<file path="src/rtl/dlsc_cpu1_alu_seq_pkg.sv">
// Shared ALU encodings (mode, add/compare op, logic op, shift direction) and FSM state encoding
// for dlsc_cpu1_alu_seq, its decoder and its bench.
package dlsc_cpu1_alu_seq_pkg;

    localparam logic [1:0] ALU_MODE_ADD    = 2'b00;
    localparam logic [1:0] ALU_MODE_COMP   = 2'b01;
    localparam logic [1:0] ALU_MODE_SHIFT  = 2'b10;
    localparam logic [1:0] ALU_MODE_LOGIC  = 2'b11;

    localparam logic [1:0] ALU_ADD_ADD     = 2'b00;
    localparam logic [1:0] ALU_ADD_SUB     = 2'b01;
    localparam logic [1:0] ALU_ADD_EQU     = 2'b10;
    localparam logic [1:0] ALU_ADD_NEQU    = 2'b11;

    localparam logic [1:0] ALU_LOGIC_AND   = 2'b00;
    localparam logic [1:0] ALU_LOGIC_OR    = 2'b01;
    localparam logic [1:0] ALU_LOGIC_XOR   = 2'b10;
    localparam logic [1:0] ALU_LOGIC_NOR   = 2'b11;

    localparam logic       ALU_SHIFT_LEFT  = 1'b0;
    localparam logic       ALU_SHIFT_RIGHT = 1'b1;

    typedef enum logic [1:0] {
        ST_IDLE  = 2'd0,
        ST_SHIFT = 2'd1,
        ST_MUL   = 2'd2
    } alu_state_e;

endpackage

</file>
<file path="src/rtl/dlsc_cpu1_alu_shift_step.sv">
// Combinational single-step shifter on the DATA+1-bit sign-extended operand:
// left shifts zero-fill, right shifts replicate the extension bit.
module dlsc_cpu1_alu_shift_step
    import dlsc_cpu1_alu_seq_pkg::*;
#(
    parameter int DATA       = 32,
    parameter int SHIFT_STEP = 8
) (
    input  logic signed [DATA:0]                     din,
    input  logic        [$clog2(SHIFT_STEP):0]       amt,
    input  logic                                     dir,
    output logic signed [DATA:0]                     dout
);

    always_comb begin
        dout = din;
        case (dir)
            ALU_SHIFT_LEFT:  dout = din << amt;
            ALU_SHIFT_RIGHT: dout = din >>> amt;
        endcase
    end

endmodule

</file>
<file path="src/rtl/dlsc_cpu1_alu_seq.sv">
// Registered, handshaked cpu1 ALU with iterative shifter (SHIFT_STEP bits/cycle).
// Optional shift-add multiplier built only when DLSC_CPU1_ALU_MUL_EN is defined.
module dlsc_cpu1_alu_seq
    import dlsc_cpu1_alu_seq_pkg::*;
#(
    parameter int DATA       = 32,
    parameter int SHIFT_STEP = 8
) (
    input  logic            clk,
    input  logic            rst,
    input  logic            in_valid,
    output logic            in_ready,
    input  logic [1:0]      in_mode,
    input  logic [1:0]      in_add_op,
    input  logic [1:0]      in_logic_op,
    input  logic            in_logic_bypass,
    input  logic            in_shift_op,
    input  logic            in_mul,
    input  logic [DATA-1:0] in_a,
    input  logic [DATA-1:0] in_b,
    input  logic            in_a_sign,
    input  logic            in_b_sign,
    input  logic [DATA-1:0] in_bypass,
    output logic            out_valid,
    input  logic            out_ready,
    output logic [DATA-1:0] out_d,
    output logic            out_flag,
    output logic            out_overflow
);

    localparam int SHW = $clog2(DATA);
    localparam int SSW = $clog2(SHIFT_STEP) + 1;
    localparam logic [SHW:0] STEP_W = (SHW+1)'(SHIFT_STEP);

    alu_state_e             state_q, state_d;
    logic                   vld_q, vld_d;
    logic [DATA-1:0]        res_q, res_d;
    logic                   flag_q, flag_d;
    logic                   ovf_q, ovf_d;
    logic signed [DATA:0]   work_q, work_d;
    logic [SHW-1:0]         rem_q, rem_d;
    logic                   dir_q, dir_d;

    logic                   accept;
    logic signed [DATA:0]   a_ext, b_ext, sum_ext;
    logic                   is_cmp, flag_arith;
    logic [DATA-1:0]        res_c;
    logic                   flag_c, ovf_c;
    logic [SHW-1:0]         step_n;
    logic signed [DATA:0]   work_sh;

`ifdef DLSC_CPU1_ALU_MUL_EN
    logic [2*DATA-1:0]      prod_q, prod_d, prod_nx;
    logic [DATA-1:0]        mcand_q, mcand_d;
    logic [DATA:0]          psum;
`else
    logic                   unused_in_mul;
    assign unused_in_mul = in_mul;
`endif

    assign in_ready  = (state_q == ST_IDLE) && (!vld_q || out_ready);
    assign accept    = in_valid && in_ready;
    assign out_valid = vld_q;
    assign out_d     = res_q;
    assign out_flag  = flag_q;
    assign out_overflow = ovf_q;

    // Single-cycle result for ADD/COMP/LOGIC (and zero-amount SHIFT)
    always_comb begin
        a_ext = {in_a_sign, in_a};
        b_ext = {in_b_sign, in_b};
        case (in_add_op)
            ALU_ADD_ADD: sum_ext = a_ext + b_ext;
            ALU_ADD_SUB: sum_ext = a_ext - b_ext;
            default:     sum_ext = a_ext - b_ext;
        endcase
        is_cmp     = (in_add_op == ALU_ADD_EQU) || (in_add_op == ALU_ADD_NEQU);
        flag_arith = is_cmp ? ((a_ext == b_ext) ^ (in_add_op == ALU_ADD_NEQU)) : sum_ext[DATA];
        res_c  = in_a;
        flag_c = 1'b0;
        ovf_c  = 1'b0;
        case (in_mode)
            ALU_MODE_ADD: begin
                res_c  = is_cmp ? '0 : sum_ext[DATA-1:0];
                flag_c = flag_arith;
                ovf_c  = is_cmp ? 1'b0 : (sum_ext[DATA] ^ sum_ext[DATA-1]);
            end
            ALU_MODE_COMP: begin
                res_c  = {{(DATA-1){1'b0}}, flag_arith};
                flag_c = flag_arith;
            end
            ALU_MODE_SHIFT: res_c = in_a;
            ALU_MODE_LOGIC: begin
                if (in_logic_bypass) begin
                    res_c = in_bypass;
                end else begin
                    case (in_logic_op)
                        ALU_LOGIC_AND: res_c = in_a & in_b;
                        ALU_LOGIC_OR:  res_c = in_a | in_b;
                        ALU_LOGIC_XOR: res_c = in_a ^ in_b;
                        ALU_LOGIC_NOR: res_c = ~(in_a | in_b);
                    endcase
                end
            end
        endcase
    end

    // Step never exceeds the remaining amount, so it always fits SHW bits
    assign step_n = ({1'b0, rem_q} > STEP_W) ? STEP_W[SHW-1:0] : rem_q;

    dlsc_cpu1_alu_shift_step #(
        .DATA       (DATA),
        .SHIFT_STEP (SHIFT_STEP)
    ) u_shift_step (
        .din  (work_q),
        .amt  (SSW'(step_n)),
        .dir  (dir_q),
        .dout (work_sh)
    );

`ifdef DLSC_CPU1_ALU_MUL_EN
    always_comb begin
        psum    = {1'b0, prod_q[2*DATA-1:DATA]} + (prod_q[0] ? {1'b0, mcand_q} : '0);
        prod_nx = {psum, prod_q[DATA-1:1]};
    end
`endif

    always_comb begin
        state_d = state_q;
        vld_d   = vld_q && !out_ready;
        res_d   = res_q;
        flag_d  = flag_q;
        ovf_d   = ovf_q;
        work_d  = work_q;
        rem_d   = rem_q;
        dir_d   = dir_q;
`ifdef DLSC_CPU1_ALU_MUL_EN
        prod_d  = prod_q;
        mcand_d = mcand_q;
`endif
        case (state_q)
            ST_IDLE: begin
                if (accept) begin
`ifdef DLSC_CPU1_ALU_MUL_EN
                    if (in_mul) begin
                        prod_d  = {{DATA{1'b0}}, in_b};
                        mcand_d = in_a;
                        rem_d   = '1;
                        state_d = ST_MUL;
                    end else
`endif
                    if (in_mode == ALU_MODE_SHIFT && in_b[SHW-1:0] != '0) begin
                        work_d  = a_ext;
                        rem_d   = in_b[SHW-1:0];
                        dir_d   = in_shift_op;
                        state_d = ST_SHIFT;
                    end else begin
                        res_d   = res_c;
                        flag_d  = flag_c;
                        ovf_d   = ovf_c;
                        vld_d   = 1'b1;
                    end
                end
            end
            ST_SHIFT: begin
                work_d = work_sh;
                rem_d  = rem_q - step_n;
                if (rem_q == step_n) begin
                    res_d   = work_sh[DATA-1:0];
                    flag_d  = 1'b0;
                    ovf_d   = 1'b0;
                    vld_d   = 1'b1;
                    state_d = ST_IDLE;
                end
            end
`ifdef DLSC_CPU1_ALU_MUL_EN
            ST_MUL: begin
                prod_d = prod_nx;
                rem_d  = rem_q - 1'b1;
                if (rem_q == '0) begin
                    res_d   = prod_nx[DATA-1:0];
                    flag_d  = 1'b0;
                    ovf_d   = |prod_nx[2*DATA-1:DATA];
                    vld_d   = 1'b1;
                    state_d = ST_IDLE;
                end
            end
`endif
            default: state_d = ST_IDLE;
        endcase
    end

    always_ff @(posedge clk) begin
        if (rst) begin
            state_q <= ST_IDLE;
            vld_q   <= 1'b0;
            res_q   <= '0;
            flag_q  <= 1'b0;
            ovf_q   <= 1'b0;
        end else begin
            state_q <= state_d;
            vld_q   <= vld_d;
            res_q   <= res_d;
            flag_q  <= flag_d;
            ovf_q   <= ovf_d;
        end
    end

    // Iteration working state needs no reset: it is reloaded on every accept
    always_ff @(posedge clk) begin
        work_q  <= work_d;
        rem_q   <= rem_d;
        dir_q   <= dir_d;
`ifdef DLSC_CPU1_ALU_MUL_EN
        prod_q  <= prod_d;
        mcand_q <= mcand_d;
`endif
    end

endmodule

</file>
<file path="config.mk">
export PLATFORM = sky130hd
export DESIGN_NAME = dlsc_cpu1_alu_seq
export DESIGN_NICKNAME = d
export VERILOG_FILES = /design/src/rtl/dlsc_cpu1_alu_seq_pkg.sv /design/src/rtl/dlsc_cpu1_alu_shift_step.sv /design/src/rtl/dlsc_cpu1_alu_seq.sv
export SDC_FILE = /design/constraint.sdc
export NUM_CORES = 1
export LEC_CHECK = 0
export ABC_CLOCK_PERIOD_IN_PS = 12700
export CORE_MARGIN = 10
export CORE_UTILIZATION = 45
export CTS_BUF_LIST = sky130_fd_sc_hd__clkbuf_16
export CTS_CLUSTER_SIZE = 30
export DETAILED_ROUTE_END_ITERATION = 8
export GPL_TIMING_DRIVEN = 0
export PLACE_DENSITY = 0.67
export SETUP_SLACK_MARGIN = 0.3
export SYNTH_ARGS = -nofsm -noshare
export SYNTH_HDL_FRONTEND = slang
export SYNTH_SLANG_ARGS = --single-unit
</file>
<file path="constraint.sdc">
create_clock -name clk -period 12.7 [get_ports clk]
set_clock_uncertainty 0.1 [all_clocks]
set_input_delay 1.905 -clock clk [delete_from_list [all_inputs] [get_ports clk]]
set_output_delay 1.905 -clock clk [all_outputs]
set_load 0.02 [all_outputs]
</file>
==> results of run 1 <==
## layer usage
layer	up-vias	global-route usage (%)	share of wire, %
li1	6173	-	-
met1	6536	39.9	37
met2	1108	55.9	46
met3	256	6.72	10
met4	0	22.0	7.0
met5	-	0	0
## state kept, by name (all words and copies together), names as in the netlist
| register | cells |
|---|---|
| work_q | 33 |
| out_flag | 1 |
| dir_q | 1 |
| out_d | 32 |
| state_q | 1 |
| out_valid | 1 |
| rem_q | 5 |
| out_overflow | 1 |
## cell usage after synthesis (3+ instances only)
master                      count  area [um^2]
sky130_fd_sc_hd__o2111ai_1      5         43.8
sky130_fd_sc_hd__nand3_1       23          115
sky130_fd_sc_hd__or3_1          8         50.1
sky130_fd_sc_hd__o21ai_1        3         15.0
sky130_fd_sc_hd__a211oi_1     115          863
sky130_fd_sc_hd__nand4_1       10         62.6
sky130_fd_sc_hd__nor4_1         6         37.5
sky130_fd_sc_hd__a21oi_1      193          966
sky130_fd_sc_hd__a31oi_1       11         68.8
sky130_fd_sc_hd__dfxtp_1       36          721
sky130_fd_sc_hd__o22ai_1       13         81.3
sky130_fd_sc_hd__mux2_2         7         78.8
sky130_fd_sc_hd__o21a_1         8         60.1
sky130_fd_sc_hd__mux2i_1      126         1260
sky130_fd_sc_hd__buf_2         20          100
sky130_fd_sc_hd__and3_1         5         31.3
sky130_fd_sc_hd__nand2b_1      22          138
sky130_fd_sc_hd__edfxtp_1      39         1170
sky130_fd_sc_hd__o21ai_0      112          561
sky130_fd_sc_hd__o31ai_1       13         97.6
sky130_fd_sc_hd__o211ai_1      17          128
sky130_fd_sc_hd__inv_1         97          364
sky130_fd_sc_hd__a21boi_0       7         52.6
sky130_fd_sc_hd__mux4_2         7          158
sky130_fd_sc_hd__nand3b_1       3         22.5
sky130_fd_sc_hd__nand2_1       84          315
sky130_fd_sc_hd__clkbuf_1      93          349
sky130_fd_sc_hd__o21bai_1       4         30.0
sky130_fd_sc_hd__xnor2_1       29          254
sky130_fd_sc_hd__or2_2          3         18.8
sky130_fd_sc_hd__a221oi_1      15          131
sky130_fd_sc_hd__nor2b_1       41          257
sky130_fd_sc_hd__ha_1          97         1210
sky130_fd_sc_hd__and2_1         4         25.0
sky130_fd_sc_hd__nor3_1        31          155
sky130_fd_sc_hd__o311ai_0       4         35.0
sky130_fd_sc_hd__a21o_1         8         60.1
sky130_fd_sc_hd__xor2_1        36          315
sky130_fd_sc_hd__nor2_1       168          631
sky130_fd_sc_hd__a22oi_1        5         37.5
sky130_fd_sc_hd__buf_1         17         63.8
## final cells by class
| cell class | instances | area share, % |
|---|---|---|
| Inverter | 99 | 2.66 |
| Clock buffer | 9 | 1.61 |
| Multi-Input combinational cell | 1301 | 64.4 |
| Clock inverter | 7 | 0.663 |
| Buffer | 133 | 3.86 |
| Tap cell | 335 | 3.00 |
| Timing Repair Buffer | 142 | 10.2 |
| Antenna cell | 1 | 0.0179 |
| Sequential cell | 75 | 13.5 |
## worst paths after layout
kind                                              from                        end  slack [ns]  cells past startpoint
worst max-delay path                           in_a[1]  out_overflow$_SDFFE_PP0P_        6.69                     14
worst min-delay path            out_d[24]$_SDFFE_PP0P_     out_d[24]$_SDFFE_PP0P_        0.37                      2
worst max register to register      rem_q[4]$_DFFE_PP_     out_d[20]$_SDFFE_PP0P_        8.67                     12
worst min register to register  out_d[24]$_SDFFE_PP0P_     out_d[24]$_SDFFE_PP0P_        0.37                      2
## critical path: cells and delay by family
family                   cells  cell delay (ns)
AO/OA/AOI/OAI                7             2.03
AND/OR/NAND/NOR              2             0.19
buffers and inverters        2             0.79
adder cells (fa/ha/maj)      1             0.40
XOR/XNOR                     2             0.77
## logic make-up (layout without fill, tap and decap cells)
| logic type | after synthesis | in the layout |
|---|---|---|
| buffers and inverters | 232 | 390 |
| AO/OA/AOI/OAI | 573 | 573 |
| adder cells (fa/ha/maj) | 99 | 99 |
| multiplexers | 140 | 140 |
| flip-flops | 75 | 75 |
| other | 1 | 2 |
| AND/OR/NAND/NOR | 422 | 422 |
| XOR/XNOR | 66 | 66 |
## per-stage QoR
step / setup WS [ns] / hold slack [ns] / cells
floorplan: 6.90 / 0.430 / 1608
global placement: 5.02 / 0.343 / 2084
detailed placement: 6.48 / 0.354 / 2085
CTS: 6.82 / 0.362 / 2101
global route: 6.50 / 0.383 / 2101
finish: 6.69 / 0.366 / 2102
## where the power goes
group	total, mW	internal, mW	leakage, nW	switching [mW]
combinational	0.559	0.204	4.78	0.356
sequential	0.296	0.275	0.656	0.0211
clock	0.272	0.171	0.149	0.101
total	1.13	0.650	5.58	0.478
==> results.txt, run 1 <==
----------------------------------------------------
[Status]
  Result of the run ... finished with violations
  Violated checks ... max-capacitance violations, max-slew violations

[Timing]
  Fin. max-slew vios ... 7
  Maximum clock frequency ... ~0.17 GHz
  Worst-case headroom to the max-slew limit ... -2.76%
  Count of endpoints failing hold in the final timing report ... 0
  Final cycle utilization of the critical path ... 47.3%
  Number of endpoints failing setup at the final stage ... 0
  Unrepaired setup endpoints after global routing ... false
  Sum of negative setup slack ... 0 ns
  Shortest clock period the worst path allows after layout ... 6.01 ns
  Actual slew at the worst max-slew pin ... approximately 1.5 ns

[Die]
  Die area ... 0.0331 mm^2
  Die X ... 182 um
  Placeable Area ... approximately 0.026 mm^2
  Boundary Pins ... 147
  Height of the chip ... 182 um
  Initial standard-cell utilization of the core ... 45.5%
  FP Rows ... 59

[Power and ir drop]
  Total Power ... about 1.1 mW
  Power density over the cells ... 80.8 mW/mm^2
  Highest ir drop seen on vdd ... 65.6 uV
  Leakage ... around 5.6 nW

[Synthesis]
  Xor and xnor fraction of the mapped netlist area ... 5.03%
  Yosys cell types ... 87
  Register bit total from synthesis ... 75
  Post-synth design cell area ... 0.0118 mm^2
  Combinational family with the most area after synthesis ... compound AO/OA/AOI/OAI gates
  Area share of fa/ha/maj cells after synthesis ... a little over a tenth
  Most instantiated flip-flop cell in the synthesis netlist ... sky130_fd_sc_hd__edfxtp_1
  Syn Nets ... 1818
  Share of the yosys chip area belonging to registers ... 16.1%
  Avg Cell Area, Syn ... approximately 7.3 um^2
  Area fraction in compound gates after synthesis ... 30.9%
  Post-synthesis share of cell area spent on and, or, nand and nor gates ... 16.9%
  Number of instances in the synthesized netlist ... 1608
  Fraction of synthesis flops using an asynchronous set or reset pin ... 0%
  Number of enable-type register cells in the synthesized netlist ... 39
  Mux contribution to synthesized area ... around an eighth
  Ys Warns ... 0

[Final layout]
  Final layout net count ... 1971
  Most frequent standard cell in the layout excluding fill and tap cells ... sky130_fd_sc_hd__a21oi_1
  Fillcell total ... approximately 2600
  Proportion of layout cells with a drive suffix above 1 ... 4.42%
  Post-layout utilization of the core ... 53.9%
  Multi-input gate area in the final layout ... 0.00899 mm^2
  Layout Area Growth over Synthesis ... 18.5%
  Total area of sequential cells ... 0.00189 mm^2
  Highest-count cells in the layout ignoring fill and taps ... 193 x sky130_fd_sc_hd__a21oi_1, 168 x sky130_fd_sc_hd__nor2_1, 141 x sky130_fd_sc_hd__clkdlybuf4s50_1
  Final non-filler cell area ... approximately 0.014 mm^2

[Place]
  DP Area ... 0.0136 mm^2
  Port Buffer Count ... 141
  Placer congestion estimate ... 1.05
  HPWL after detailed placement ... roughly 49 mm

[GRT]
  Number of antenna violations at the first check in global routing ... 0
  Via count of the first global-routing pass ... 13700
  Maximum number of pins on one net before global-route repair ... 33
  Global-route wire length before repair ... 86.9 mm
  GR Overflow Total ... 0
  Global-route usage over all layers ... about a third

[Clock tree]
  Count of hold-fix buffers inserted at cts ... 0
  Clock latency of the later-clocked register in the worst-skew pair ... 0.34 ns
  CTS Buf Count ... 9
  Post-CTS resize count ... 0
  Post-CTS repair timing setup buffer count ... 0
  Max H-tree Level ... 3
  CTS clock-pin slew for the worst setup and hold paths ... ~0.060 ns
  Maximum buffer depth of the clock tree ... 2
  CTS tree ... yes
  Number of clock sinks seen by CTS ... 75
  Buffer type at the clock tree root ... sky130_fd_sc_hd__clkbuf_16

[Critical path]
  Max FO, Critical Path ... 5
  Slowest-stage cell, CP ... sky130_fd_sc_hd__clkdlybuf4s50_1
  Delay of the slowest critical-path stage ... roughly 0.62 ns
  Crit path launch type ... input port
  Crit-path cells ... clkdlybuf4s50_1, inv_1, ha_1, nor2_1, o311ai_1, a211o_1, a21boi_1, o21ai_2, a21oi_1, a2111oi_0, nor2_2, xnor2_1, xor3_1, o2bb2ai_1
  Type of the setup path with the least slack ... in2reg
  Required time worst endpoint ... 12.80 ns
  Category of the worst setup path capture point ... register
  Data arrival time of the worst path ... 6.11 ns

[Routing]
  Post-route ant nets ... 0
  DRC errors left ... 0
  Final wirelength ... approximately 60 mm
  Detail-routed net length per standard cell ... 28.4 um
  Vias per cell ... 6.70
  Detailed Route Iter0 Violations ... between 1500 and 2000
  Number of vias after detailed routing ... 14100
  First-pass iteration count of the detailed router ... 8

[Job]
  Count of maximum capacitance violations ... 1

[Worst hold path]
  Path type of the worst min-delay path ... reg2reg

----------------------------------------------------
Note: power is estimated with default switching activity, not from simulation.
==> run 2: changes to the inputs <==
--- a/config.mk
+++ b/config.mk
@@ -5,7 +5,7 @@
 export SDC_FILE = /design/constraint.sdc
 export NUM_CORES = 1
 export LEC_CHECK = 0
-export ABC_CLOCK_PERIOD_IN_PS = 12700
+export ABC_CLOCK_PERIOD_IN_PS = 6220
 export CORE_MARGIN = 10
 export CORE_UTILIZATION = 45
 export CTS_BUF_LIST = sky130_fd_sc_hd__clkbuf_16
==> constraint.sdc (replaced) <==
create_clock -name clk -period 6.22 [get_ports clk]
set_clock_uncertainty 0.1 [all_clocks]
set_input_delay 0.933 -clock clk [delete_from_list [all_inputs] [get_ports clk]]
set_output_delay 0.933 -clock clk [all_outputs]
set_load 0.02 [all_outputs]
==> results of run 2 <==
Same layout as run 1 (identical final DEF). Status: finished with violations: max-capacitance violations, max-slew violations.
Main changes from that run: setup slack after placement 6.48 ns -> 0.973 ns; setup slack after layout 6.69 ns -> 1.19 ns; register-to-register setup slack 8.67 ns -> 2.19 ns; total power 1.13 mW -> 2.30 mW; worst IR drop on VDD 65.6 uV -> 134 uV
